[src/rtl/regfile_ctrl_if.sv]
// regfile_ctrl_if: request and response channels between a producer and regfile_ctrl
interface regfile_ctrl_if #(
   parameter int DATA_W = 32,
   parameter int ADDR_W = 4
);
   logic              req_valid;
   logic              req_ready;
   logic              req_wr;
   logic [ADDR_W-1:0] req_waddr;
   logic [DATA_W-1:0] req_wdata;
   logic [ADDR_W-1:0] req_raddr1;
   logic [ADDR_W-1:0] req_raddr2;
   logic              rsp_valid;
   logic              rsp_ready;
   logic [DATA_W-1:0] rsp_data1;
   logic [DATA_W-1:0] rsp_data2;
   modport master (
      output req_valid, req_wr, req_waddr, req_wdata, req_raddr1, req_raddr2, rsp_ready,
      input  req_ready, rsp_valid, rsp_data1, rsp_data2
   );
   modport slave (
      input  req_valid, req_wr, req_waddr, req_wdata, req_raddr1, req_raddr2, rsp_ready,
      output req_ready, rsp_valid, rsp_data1, rsp_data2
   );
endinterface

[src/rtl/regfile_ctrl.sv]
// regfile_ctrl: sequences regFile strobes for posted writes and dual reads with a response channel
module regfile_ctrl #(
   parameter int DATA_W   = 32,
   parameter int ADDR_W   = 4,
   parameter int READ_LAT = 1
) (
   input  logic              clk,
   input  logic              rst,
   regfile_ctrl_if.slave     bus,
   output logic              rf_EN,
   output logic              rf_WR,
   output logic              rf_RD,
   output logic [DATA_W-1:0] rf_Ip1,
   output logic [ADDR_W-1:0] rf_sel_i1,
   output logic [ADDR_W-1:0] rf_sel_o1,
   output logic [ADDR_W-1:0] rf_sel_o2,
   input  logic [DATA_W-1:0] rf_Op1,
   input  logic [DATA_W-1:0] rf_Op2,
   output logic [15:0]       op_count
);
   typedef enum logic [1:0] {IDLE, WRITE, READ, RESP} state_t;
   localparam logic [3:0] LAT_M1 = 4'(READ_LAT - 1);
   state_t            state, state_nxt;
   logic [3:0]        wait_cnt;
   logic              accept, sample, done;
   logic              rsp_valid;
   logic [DATA_W-1:0] rsp_data1, rsp_data2;
   assign bus.req_ready = state == IDLE;
   assign bus.rsp_valid = rsp_valid;
   assign bus.rsp_data1 = rsp_data1;
   assign bus.rsp_data2 = rsp_data2;
   always_comb begin
      accept    = bus.req_valid & (state == IDLE);
      sample    = (state == READ) & (wait_cnt == '0);
      done      = (state == WRITE) | ((state == RESP) & bus.rsp_ready);
      state_nxt = state;
      case (state)
         IDLE:    state_nxt = accept ? (bus.req_wr ? WRITE : READ) : IDLE;
         WRITE:   state_nxt = IDLE;
         READ:    state_nxt = sample ? RESP : READ;
         RESP:    state_nxt = bus.rsp_ready ? IDLE : RESP;
         default: state_nxt = IDLE;
      endcase
   end
   always_ff @(posedge clk or negedge rst) begin
      if (!rst) state <= IDLE;
      else state <= state_nxt;
   end
   // Strobes follow the next state so they are registered yet aligned with WRITE/READ
   always_ff @(posedge clk or negedge rst) begin
      if (!rst) begin
         rf_EN     <= 1'b0;
         rf_WR     <= 1'b0;
         rf_RD     <= 1'b0;
         rf_Ip1    <= '0;
         rf_sel_i1 <= '0;
         rf_sel_o1 <= '0;
         rf_sel_o2 <= '0;
         rsp_valid <= 1'b0;
         rsp_data1 <= '0;
         rsp_data2 <= '0;
         wait_cnt  <= '0;
         op_count  <= '0;
      end else begin
         rf_WR     <= state_nxt == WRITE;
         rf_RD     <= state_nxt == READ;
         rf_EN     <= (state_nxt == WRITE) | (state_nxt == READ);
         rsp_valid <= state_nxt == RESP;
         if (accept & bus.req_wr) begin
            rf_Ip1    <= bus.req_wdata;
            rf_sel_i1 <= bus.req_waddr;
         end
         if (accept & !bus.req_wr) begin
            rf_sel_o1 <= bus.req_raddr1;
            rf_sel_o2 <= bus.req_raddr2;
         end
         wait_cnt <= accept ? LAT_M1 : ((state == READ) && (wait_cnt != '0)) ? wait_cnt - 4'd1 : wait_cnt;
         if (sample) begin
            rsp_data1 <= rf_Op1;
            rsp_data2 <= rf_Op2;
         end
         if (done) op_count <= op_count + 16'd1;
      end
   end
endmodule

[src/flat_wrapper.sv]
// flat-port wrapper written by rule: the top's interface ports become plain ports
module regfile_ctrl_flat 
#(
   parameter int DATA_W   = 32,
   parameter int ADDR_W   = 4,
   parameter int READ_LAT = 1
)
  (clk, rst, rf_EN, rf_WR, rf_RD, rf_Ip1, rf_sel_i1, rf_sel_o1, rf_sel_o2, rf_Op1, rf_Op2, op_count, bus_req_valid, bus_req_wr, bus_req_waddr, bus_req_wdata, bus_req_raddr1, bus_req_raddr2, bus_rsp_ready, bus_req_ready, bus_rsp_valid, bus_rsp_data1, bus_rsp_data2);
  regfile_ctrl_if #(.DATA_W(DATA_W), .ADDR_W(ADDR_W)) bus_i ();
  input  logic clk;
  input  logic rst;
  output logic rf_EN;
  output logic rf_WR;
  output logic rf_RD;
  output logic [DATA_W-1:0] rf_Ip1;
  output logic [ADDR_W-1:0] rf_sel_i1;
  output logic [ADDR_W-1:0] rf_sel_o1;
  output logic [ADDR_W-1:0] rf_sel_o2;
  input  logic [DATA_W-1:0] rf_Op1;
  input  logic [DATA_W-1:0] rf_Op2;
  output logic [15:0] op_count;
  input wire logic [$bits(bus_i.req_valid)-1:0] bus_req_valid;
  input wire logic [$bits(bus_i.req_wr)-1:0] bus_req_wr;
  input wire logic [$bits(bus_i.req_waddr)-1:0] bus_req_waddr;
  input wire logic [$bits(bus_i.req_wdata)-1:0] bus_req_wdata;
  input wire logic [$bits(bus_i.req_raddr1)-1:0] bus_req_raddr1;
  input wire logic [$bits(bus_i.req_raddr2)-1:0] bus_req_raddr2;
  input wire logic [$bits(bus_i.rsp_ready)-1:0] bus_rsp_ready;
  output wire logic [$bits(bus_i.req_ready)-1:0] bus_req_ready;
  output wire logic [$bits(bus_i.rsp_valid)-1:0] bus_rsp_valid;
  output wire logic [$bits(bus_i.rsp_data1)-1:0] bus_rsp_data1;
  output wire logic [$bits(bus_i.rsp_data2)-1:0] bus_rsp_data2;
  assign bus_i.req_valid = bus_req_valid;
  assign bus_i.req_wr = bus_req_wr;
  assign bus_i.req_waddr = bus_req_waddr;
  assign bus_i.req_wdata = bus_req_wdata;
  assign bus_i.req_raddr1 = bus_req_raddr1;
  assign bus_i.req_raddr2 = bus_req_raddr2;
  assign bus_i.rsp_ready = bus_rsp_ready;
  assign bus_req_ready = bus_i.req_ready;
  assign bus_rsp_valid = bus_i.rsp_valid;
  assign bus_rsp_data1 = bus_i.rsp_data1;
  assign bus_rsp_data2 = bus_i.rsp_data2;
  regfile_ctrl #(.DATA_W(DATA_W), .ADDR_W(ADDR_W), .READ_LAT(READ_LAT)) u_core (.clk(clk), .rst(rst), .bus(bus_i), .rf_EN(rf_EN), .rf_WR(rf_WR), .rf_RD(rf_RD), .rf_Ip1(rf_Ip1), .rf_sel_i1(rf_sel_i1), .rf_sel_o1(rf_sel_o1), .rf_sel_o2(rf_sel_o2), .rf_Op1(rf_Op1), .rf_Op2(rf_Op2), .op_count(op_count));
endmodule
[config.mk]
export PLATFORM = sky130hd
export DESIGN_NAME = regfile_ctrl_flat
export DESIGN_NICKNAME = d
export VERILOG_FILES = /design/src/rtl/regfile_ctrl_if.sv /design/src/rtl/regfile_ctrl.sv /design/src/flat_wrapper.sv
export SDC_FILE = /design/constraint.sdc
export NUM_CORES = 1
export LEC_CHECK = 0
export ABC_AREA = 0
export CAP_MARGIN = 20
export CORE_ASPECT_RATIO = 1.2
export CORE_MARGIN = 2
export CORE_UTILIZATION = 45
export DETAILED_ROUTE_END_ITERATION = 8
export MAX_ROUTING_LAYER = met4
export PLACE_DENSITY = 0.88
export SLEW_MARGIN = 20
export SYNTH_ARGS = -nofsm -noshare
export SYNTH_HDL_FRONTEND = slang
export SYNTH_SLANG_ARGS = --single-unit
export TNS_END_PERCENT = 20
[constraint.sdc]
create_clock -name clk -period 3 [get_ports clk]
set_clock_uncertainty 0.1 [all_clocks]
set_input_delay 0.6 -clock clk [delete_from_list [all_inputs] [get_ports clk]]
set_output_delay 0.6 -clock clk [all_outputs]
set_load 0.01 [all_outputs]
==> results.toml, run 1 <==
[clocking]
cts.clk_slew.worst_paths_ns = 0.05
worstSkewPairLatency_ns = 0.41
clock_sinks = 134
root_buffer = "clkbuf_16"
h-tree-depth = 4
cts.path.max_buffers = 2
hold_buffers = 0
cts_tree = "done"
cts_resized = 0
post_cts_buffers = 0
cts_buffers = 17

[floorplanning]
design.core.area_um2 = 11500
fp.dieW_um = 102
rows = 43
initial_utilization_pct = 45.6
die_y_um = 122
ios = 242
die_area_um2 = 12500

[route]
vias = 3676
drc = 0
drt_iter0_drc = 87
wl_mm = 13.0
wl_per_cell_um = 17.1
firstDrtPassIters = 4
viasPerCell = 4.84
postRouteAntennaNets = 0

[grt]
grt_usage_pct = 21.6
grtUsageMet1_pct = 22.2
use_met3_pct = 7.23
grt_first_pass_wirelength_mm = 19.6
overflow = 0
antenna_found_initial = 0
grt-busiest-layer = "met2"
grt_max_degree = 67
grt_util_met2_pct = 37.0
grt_pass1_vias = 3948

[power]
ir_drop_uv = 619
p_int_uw = 6360
clockPowerShare_pct = 22.4
power_density_nw_per_um2 = 1070
p_seq_share_pct = 35.1
power.share.switching_pct = 29.2
power_switching_uw = 2620
p_comb_share_pct = 42.5
p_leak_uw = 0.00357

[run_status]
outcome = "finished clean"

[timing]
hold_slack_ns = 0.0748
fin_crit_sh_pct = 76.3
tns_ns = 0
hold_violations = 0
worst_pin_slew_ns = 0.543
fmax_mhz = 437
drv_slew = 0
rsz0062_at_grt = "false"
setup_violations = 0
relSlewSlack_pct = 63.8
min_period_ns = 2.29

[worst_setup_path]
critPathArrivalTime_ns = 1.59
cp_cell_sequence = "nor2_1, clkdlybuf4s50_1"
critical_path_class = "reg2out"
crit_required_ns = 2.30
critical_path_buf_inv_count = 1
end_kind = "output port"
cp_max_fo = 8
critPathTopFamily = "buffers and inverters"
rr_worst_depth = 5
path_depth = 2
cp-start-kind = "flop"
critical-path-slowest-cell = "clkdlybuf4s50_1"
max_stage_delay_ns = 0.57

[synth]
synth.area.top_cells = "dfrtp_1 (64%), mux2_2 (24%), xor2_1 (2.0%), ha_1 (1.2%), buf_6 (1.1%)"
synth_top_cell_by_area = "dfrtp_1"
syn_inst = 336
synth-seq-cells = 134
synth_cell_types = 28
synth_top_area_share_pct = 64.1
yosysWarnings = 0
postSynthAreaPerCell_um2 = 15.6
yosysSeqAreaShare_pct = 64.1
async_reset_ff_share_pct = 100
syn_area_um2 = 5230
ys.flop_type = "dfrtp_1"
synth_nets = 454
synth_edf_count = 0

[cells_and_area]
nets = 708
n_antenna_cell = 0
final_common_cell = "clkdlybuf4s50_1"
area_delta_synth_final_pct = 60.7
finalNonFillerCells = 759
fillers = 765
final_area_um2 = 8400
layout-drive-gt1-share_pct = 25.9
mostFrequentLayoutCells = "clkdlybuf4s50_1 (240), dfrtp_1 (134), mux2_2 (110), clkbuf_16 (17), xor2_1 (12)"
fin_util_pct = 73.3

[place]
routabilityCongestion = 0.810
io_buffers = 241
dp_cells = 728
hpwl_mm = 9.52
dpl_cell_area_um2 = 7820

[hold_path]
hold_path_class = "in2async"

[job]
cap_viol_max_count = 0
[flip-flops by register name (all words and copies together) (netlist names), 4 cells and up]
name / count
u_core.bus.rsp_data1: 32
u_core.bus.rsp_data2: 32
u_core.rf_Ip1: 32
u_core.op_count: 16
u_core.rf_sel_i1: 4
u_core.rf_sel_o1: 4
u_core.rf_sel_o2: 4
u_core.wait_cnt: 4
[area by class of cell]
cell class | count | area, µm² | share of cell area [%]
sequential | 134 | 3350 | 39.9
clock buffer | 23 | 478 | 5.69
clock inverter | 8 | 98.8 | 1.18
timing repair buffer | 248 | 2500 | 29.8
tap | 157 | 196 | 2.34
inverter | 4 | 15.0 | 0.179
multi-input combinational | 185 | 1760 | 20.9
[path summary, 6_finish.rpt]
| check | from | end | slack, ns |
|---|---|---|---|
| worst max-delay path | u_core.state[0]$_DFF_PN0_ | bus_req_ready | 0.71 |
| worst min-delay path | rst | u_core.bus.rsp_data2[14]$_DFFE_PN0P_ | 0.07 |
| worst max register to register | u_core.state[0]$_DFF_PN0_ | u_core.rf_Ip1[4]$_DFFE_PN0P_ | 1.10 |
| worst min register to register | u_core.op_count[15]$_DFFE_PN0P_ | u_core.op_count[15]$_DFFE_PN0P_ | 0.38 |
| max in group asynchronous | rst | u_core.op_count[3]$_DFFE_PN0P_ | 2.02 |
| min in group clk | u_core.op_count[15]$_DFFE_PN0P_ | u_core.op_count[15]$_DFFE_PN0P_ | 0.38 |
[per-stage QoR]
step                setup slack (ns)  total power, µW
CTS                            0.691             9080
global placement               0.584             6840
floorplan                      0.833             4830
finish                         0.711             8980
global route                   0.647             9470
detailed placement             0.537             7030
[power groups by stage]
stage               combinational, µW  sequential [µW]  clock, µW
detailed placement               3850             3190          0
global placement                 3730             3110          0
finish                           3820             3160       2010
floorplan                        1320             3510          0
global route                     4080             3260       2130
CTS                              3880             3170       2040
[cells by family (layout without fill, tap and decap cells)]
group                    Yosys count  count (layout)  synth area share [%]
multiplexers                     110             110                  23.7
buffers and inverters             17             283                  2.32
AND/OR/NAND/NOR                   50              50                  5.39
adder cells (fa/ha/maj)            5               5                  1.20
AO/OA/AOI/OAI                      2               2                 0.239
XOR/XNOR                          18              18                  3.02
flip-flops                       134             134                  64.1
[per-layer routing]
metal	up-vias	share of wire, %
li1	1667	-
met1	1816	36
met2	168	53
met3	25	7.8
met4	0	2.6
met5	-	0
[cell usage after synthesis, types with 2 or more instances]
| cell | instances |
|---|---|
| xnor2_1 | 6 |
| dfrtp_1 | 134 |
| nor2_1 | 11 |
| nand2_1 | 10 |
| buf_2 | 4 |
| mux2_2 | 110 |
| and2_1 | 3 |
| nor3_2 | 3 |
| nor3_1 | 3 |
| inv_1 | 4 |
| buf_6 | 5 |
| buf_4 | 4 |
| xor2_1 | 12 |
| ha_1 | 5 |
| nand4_1 | 3 |
| nand3_1 | 6 |
| and3_1 | 2 |
No activity file was read; power rests on OpenSTA's default activity.
==> inputs of run 2 (changes only) <==
--- a/config.mk
+++ b/config.mk
@@ -9,10 +9,10 @@
 export CAP_MARGIN = 20
 export CORE_ASPECT_RATIO = 1.2
 export CORE_MARGIN = 2
-export CORE_UTILIZATION = 45
+export CORE_UTILIZATION = 37
 export DETAILED_ROUTE_END_ITERATION = 8
 export MAX_ROUTING_LAYER = met4
-export PLACE_DENSITY = 0.88
+export PLACE_DENSITY = 0.78
 export SLEW_MARGIN = 20
 export SYNTH_ARGS = -nofsm -noshare
 export SYNTH_HDL_FRONTEND = slang
==> constraint.sdc (replaced) <==
create_clock -name clk -period 2.06 [get_ports clk]
set_clock_uncertainty 0.1 [all_clocks]
set_input_delay 0.412 -clock clk [delete_from_list [all_inputs] [get_ports clk]]
set_output_delay 0.412 -clock clk [all_outputs]
set_load 0.01 [all_outputs]
==> run 2 against run 1 <==
Effect of this change: die area is 21% higher; combinational power increased by 46%; non-clock buffer count rose by 2; clock power grew 35%; sequential share of layout area about the same; largest cell class unchanged.
==> results.toml, run 2 (synthesized netlist as in run 1, its figures left out) <==
[grt]
grt_first_pass_wirelength_mm = 20.9
overflow = 0
antenna_found_initial = 0
grt_usage_pct = 18.4
grt_max_degree = 62
grt_pass1_vias = 4149

[cells_and_area]
layout-drive-gt1-share_pct = 25.4
nets = 710
final_area_um2 = 8400
n_antenna_cell = 0
fin_util_pct = 60.8
largestRegisters = "u_core.bus.rsp_data1: 32 flops, u_core.bus.rsp_data2: 32 flops, u_core.rf_Ip1: 32 flops"
finalNonFillerCells = 774
final_common_cell = "clkdlybuf4s50_1"
area_delta_synth_final_pct = 60.7
mostFrequentLayoutCells = "clkdlybuf4s50_1 (239), dfrtp_1 (133), mux2_2 (110), clkbuf_16 (17), xor2_1 (12)"

[route]
postRouteAntennaNets = 0
firstDrtPassIters = 4
wl_per_cell_um = 16.9
drt_iter0_drc = 124
viasPerCell = 4.71
drc = 0
vias = 3649
wl_mm = 13.0

[floorplanning]
die_y_um = 134
die_area_um2 = 15100
initial_utilization_pct = 37.8
design.core.area_um2 = 13800
ios = 242
rows = 47
fp.dieW_um = 113

[timing]
worst_pin_slew_ns = 0.340
min_period_ns = 1.99
hold_slack_ns = 0.349
drv_slew = 0
setup_violations = 0
rsz0062_at_grt = "false"
fin_crit_sh_pct = 96.4
relSlewSlack_pct = 77.3
hold_violations = 0
fmax_mhz = 504

[clocking]
h-tree-depth = 4
cts_tree = "done"
post_cts_buffers = 0
cts.path.max_buffers = 2
cts.clk_slew.worst_paths_ns = 0.05
root_buffer = "clkbuf_16"
cts_buffers = 17
clock_sinks = 134
worstSkewPairLatency_ns = 0.41

[worst_setup_path]
reg2reg_to = "u_core.wait_cnt[1]$_DFFE_PN0P_"
critical-path-slowest-cell = "clkdlybuf4s50_1"
max_stage_delay_ns = 0.61
cp-start-kind = "flop"
critical_path_buf_inv_count = 1
critPathTopFamily = "buffers and inverters"
rr_startpoint = "u_core.wait_cnt[0]$_DFFE_PN0P_"
critical_path_class = "reg2out"
cp_cell_sequence = "clkdlybuf4s50_1"
cp_max_fo = 6
critPathArrivalTime_ns = 1.47
rr_worst_depth = 6
end_kind = "output port"
r2r_slack_ns = 0.18
crit_required_ns = 1.55

[power]
p_comb_share_pct = 43.3
power_density_nw_per_um2 = 1530
power_switching_uw = 3740
clockPowerShare_pct = 21.1
p_total_uw = 12900
p_seq_share_pct = 35.6
power.share.switching_pct = 29.1
ir_drop_uv = 990
p_int_uw = 9120
p_leak_uw = 0.00356

[place]
routabilityCongestion = 0.735
dp_cells = 743
hpwl_mm = 9.84
dpl_cell_area_um2 = 7860
io_buffers = 241

[run_status]
outcome = "finished clean"

[hold_path]
hold_path_class = "in2async"

[job]
cap_viol_max_count = 0
run 2: cell types whose count changed in the layout (fill, tap and decap cells not counted), sizes merged:
cell,before,now
clkinv,4,2
clkinvlp,2,1
bufinv,2,1
dlygate4sd3,0,1
dlymetal6s2s,0,1
clkbuf,23,26
clkdlybuf4s50,240,239
buf,8,9
run 2: timing repair:
action                                  4_1_cts  5_1_grt
endpoints found under the hold margin        22        0
pin swaps                                     0        0
gates resized for setup                       1        1
endpoints found under the setup margin        1        1
hold buffers                                  1        0
run 2: metrics by stage:
step,setup TNS [ns],setup WS [ns]
3_5_place_dp,-6.63,-0.229
4_1_cts,0,0.0108
5_1_grt,0,0.0304
3_3_place_gp,-3.93,-0.167
6_report,0,0.0743
2_1_floorplan,0,0.0440
run 2: worst max-delay path by stage:
stage	from	end	depth (start not counted)
floorplan	u_core.state[0]$_DFF_PN0_	u_core.rf_EN$_DFF_PN0_	8
global placement	bus_rsp_ready	u_core.op_count[14]$_DFFE_PN0P_	5
detailed placement	bus_rsp_ready	u_core.op_count[12]$_DFFE_PN0P_	5
CTS	u_core.state[0]$_DFF_PN0_	bus_req_ready	2
global route	u_core.op_count[2]$_DFFE_PN0P_	op_count[2]	1
finish	u_core.op_count[2]$_DFFE_PN0P_	op_count[2]	1
run 2: layer usage:
metal | global-route usage, % | vias to the layer above | part of all wire [%]
li1 | - | 1670 | -
met1 | 18.4 | 1803 | 35
met2 | 33.3 | 148 | 56
met3 | 5.69 | 28 | 6.1
met4 | 7.66 | 0 | 2.6
met5 | - | - | 0
run 2: power groups by stage:
stage / registers (µW) / logic, µW / clock network [µW]
4_1_cts: 4590 / 5670 / 2800
5_1_grt: 4740 / 5950 / 2910
3_3_place_gp: 4540 / 5470 / 0
2_1_floorplan: 5110 / 1920 / 0
3_5_place_dp: 4630 / 5630 / 0
6_report: 4580 / 5560 / 2710
run 2: layout make-up:
class / count / area (µm²)
Tap cell: 171 / 214
Fill cell: 1078 / 5420
Timing Repair Buffer: 250 / 2530
Sequential cell: 134 / 3350
Clock buffer: 26 / 479
Multi-Input combinational cell: 185 / 1760
Inverter: 4 / 15.0
Clock inverter: 4 / 47.5
==> inputs of run 3 (changes only) <==
--- a/config.mk
+++ b/config.mk
@@ -8,7 +8,6 @@
 export ABC_AREA = 0
 export CAP_MARGIN = 20
 export CORE_ASPECT_RATIO = 1.2
-export CORE_MARGIN = 2
 export CORE_UTILIZATION = 37
 export DETAILED_ROUTE_END_ITERATION = 8
 export MAX_ROUTING_LAYER = met4
==> constraint.sdc (replaced) <==
create_clock -name clk -period 2.06 [get_ports clk]
set_clock_uncertainty 0.1 [all_clocks]
set_input_delay 0.412 -clock clk [delete_from_list [all_inputs] [get_ports clk]]
set_output_delay 0.412 -clock clk [all_outputs]
set_load 0.05 [all_outputs]
==> run 3 against run 2 <==
Effect of this change: flip-flop and latch count stayed put; routed wire length is 1.0% lower; highest routed layer unchanged; critical endpoint is now u_core.wait_cnt[1]$_DFFE_PN0P_; first-iteration DRC count is 44% lower; clock power is 22% higher; worst setup slack better by 0.068 ns; total power is 28% higher; final cell count is 1.7% higher; utilization is 0.30 points higher; global-route usage is 0.58 points higher; non-clock buffer count is 11 higher; final area is 0.49% higher; die area is 3.2% lower.
==> results.toml, run 3 (synthesized netlist as in run 1, its figures left out) <==
[hold_path]
min_to = "u_core.op_count[15]$_DFFE_PN0P_"
hold_path_class = "reg2reg"
whs_path_depth = 1
hold_path_startpoint = "u_core.op_count[15]$_DFFE_PN0P_"

[timing]
tns_ns = 0
fin_crit_sh_pct = 93.1
hold_violations = 0
drv_slew = 0
finalWorstSetupSlack_ns = 0.142
rsz0062_at_grt = "false"
setup_violations = 0
relSlewSlack_pct = 63.8
fmax_mhz = 521
worst_pin_slew_ns = 0.546
min_period_ns = 1.92

[place]
io_buffers = 241
dpl_cell_area_um2 = 7910
hpwl_mm = 9.62
dpl_worst_slack_ns = -0.205
routabilityCongestion = 0.793

[cells_and_area]
final_area_um2 = 8440
n_antenna_cell = 0
area_delta_synth_final_pct = 61.5
largestRegisters = "u_core.bus.rsp_data1: 32 flops, u_core.bus.rsp_data2: 32 flops, u_core.rf_Ip1: 32 flops"
mostFrequentLayoutCells = "dfrtp_1 (132), clkdlybuf4s50_1 (111), mux2_2 (110), dlygate4sd2_1 (102), buf_4 (41)"
nets = 721
final_common_cell = "dfrtp_1"
layout-drive-gt1-share_pct = 31.8

[floorplanning]
design.core.area_um2 = 13800
die_area_um2 = 14600
fp.dieW_um = 111
die_y_um = 132
initial_utilization_pct = 37.8
ios = 242
rows = 47

[power]
p_leak_uw = 0.00387
p_seq_share_pct = 27.6
p_int_uw = 8930
clockPowerShare_pct = 20.1
power_density_nw_per_um2 = 1940
p_comb_share_pct = 52.3
ir_drop_uv = 1250
power.share.switching_pct = 45.6
power_switching_uw = 7480
p_total_uw = 16400

[clocking]
cts.clk_slew.worst_paths_ns = 0.05
post_cts_buffers = 0
root_buffer = "clkbuf_16"
cts_buffers = 17
clock_sinks = 134
worstSkewPairLatency_ns = 0.41
h-tree-depth = 4
cts_tree = "done"
cts.path.max_buffers = 2

[worst_setup_path]
rr_startpoint = "u_core.wait_cnt[0]$_DFFE_PN0P_"
crit_required_ns = 2.30
reg2reg_to = "u_core.wait_cnt[1]$_DFFE_PN0P_"
critical_path_class = "reg2reg"
rr_worst_depth = 6
critPathArrivalTime_ns = 2.16
cp_max_fo = 3
cp-start-kind = "flop"
r2r_slack_ns = 0.14
end_kind = "flop"

[route]
drc = 0
wl_mm = 12.9
firstDrtPassIters = 4
viasPerCell = 4.70
wl_per_cell_um = 16.4
drt_iter0_drc = 70
postRouteAntennaNets = 0
vias = 3701

[grt]
grt_pass1_vias = 4149
antenna_found_initial = 0
grt_max_degree = 38
overflow = 0
grt_first_pass_wirelength_mm = 21.0
grt_usage_pct = 19.0

[job]
cap_viol_max_count = 0

[run_status]
outcome = "finished clean"
## run 3: cell count changes in the layout (fill, tap and decap cells not counted), sizes merged, moves of 2 or more
| cell | change |
|---|---|
| buf | +38 |
| clkbuf | -2 |
| clkdlybuf4s50 | -128 |
| bufinv | +4 |
| dlygate4sd2 | +102 |
## run 3: worst max path at each step
stage,startpoint,endpoint,slack [ns],depth (start not counted)
6_report,u_core.wait_cnt[0]$_DFFE_PN0P_,u_core.wait_cnt[1]$_DFFE_PN0P_,0.14,6
5_1_grt,u_core.state[1]$_DFF_PN0_,u_core.rf_sel_o2[3]$_DFFE_PN0N_,0.05,5
4_1_cts,u_core.wait_cnt[0]$_DFFE_PN0P_,u_core.wait_cnt[1]$_DFFE_PN0P_,0.13,6
3_5_place_dp,bus_req_valid,u_core.rf_sel_o1[2]$_DFFE_PN0N_,-0.21,6
3_3_place_gp,bus_req_valid,u_core.rf_sel_o1[3]$_DFFE_PN0N_,-0.17,6
2_1_floorplan,u_core.state[0]$_DFF_PN0_,u_core.rf_EN$_DFF_PN0_,0.04,8
## run 3: metal layers
layer | global-route usage [%] | vias to the layer above | routed length, µm
met3 | 6.07 | 28 | 821
met2 | 32.7 | 165 | 6900
met4 | 8.74 | 0 | 320
met1 | 19.7 | 1803 | 4870
met5 | - | - | 0
li1 | - | 1705 | -
## run 3: repair_timing
| item | 4_1_cts | 5_1_grt |
|---|---|---|
| resized for setup | 102 | 0 |
| setup endpoints to repair | 102 | 0 |
| hold endpoints to repair | 26 | 0 |
| hold buffers | 1 | 0 |
## run 3: power groups by stage
stage          registers, µW  clock network, µW  logic [µW]
3_5_place_dp            4610                  0        9340
3_3_place_gp            4550                  0        9170
5_1_grt                 4710               3500        8930
6_report                4530               3300        8580
2_1_floorplan           8710                  0        1950
4_1_cts                 4550               3390        8670
## run 3: critical path: stages (launching register included)
cell and delay [ns]:
dfrtp_1 0.40, inv_1 0.07, ha_1 0.23, or3b_2 0.50, and2_1 0.20, mux2_2 0.27
nor2_1 0.08
## run 3: layout make-up
class | instances | area [µm²]
multi-input combinational | 185 | 1770
inverter | 4 | 15.0
timing repair buffer | 261 | 2440
fill | 1111 | 5380
sequential | 134 | 3360
tap | 171 | 214
clock buffer | 24 | 482
clock inverter | 8 | 169
## run 3: metrics by stage
step / hold WS [ns] / instances / utilization (%)
after CTS: 0.369 / 787 / 61.1
after floorplan: 0.0164 / 336 / -
after detailed placement: 0.271 / 754 / 57.2
final: 0.365 / 787 / 61.1
after global routing: 0.400 / 787 / 61.1
after global placement: 0.264 / 754 / 57.2
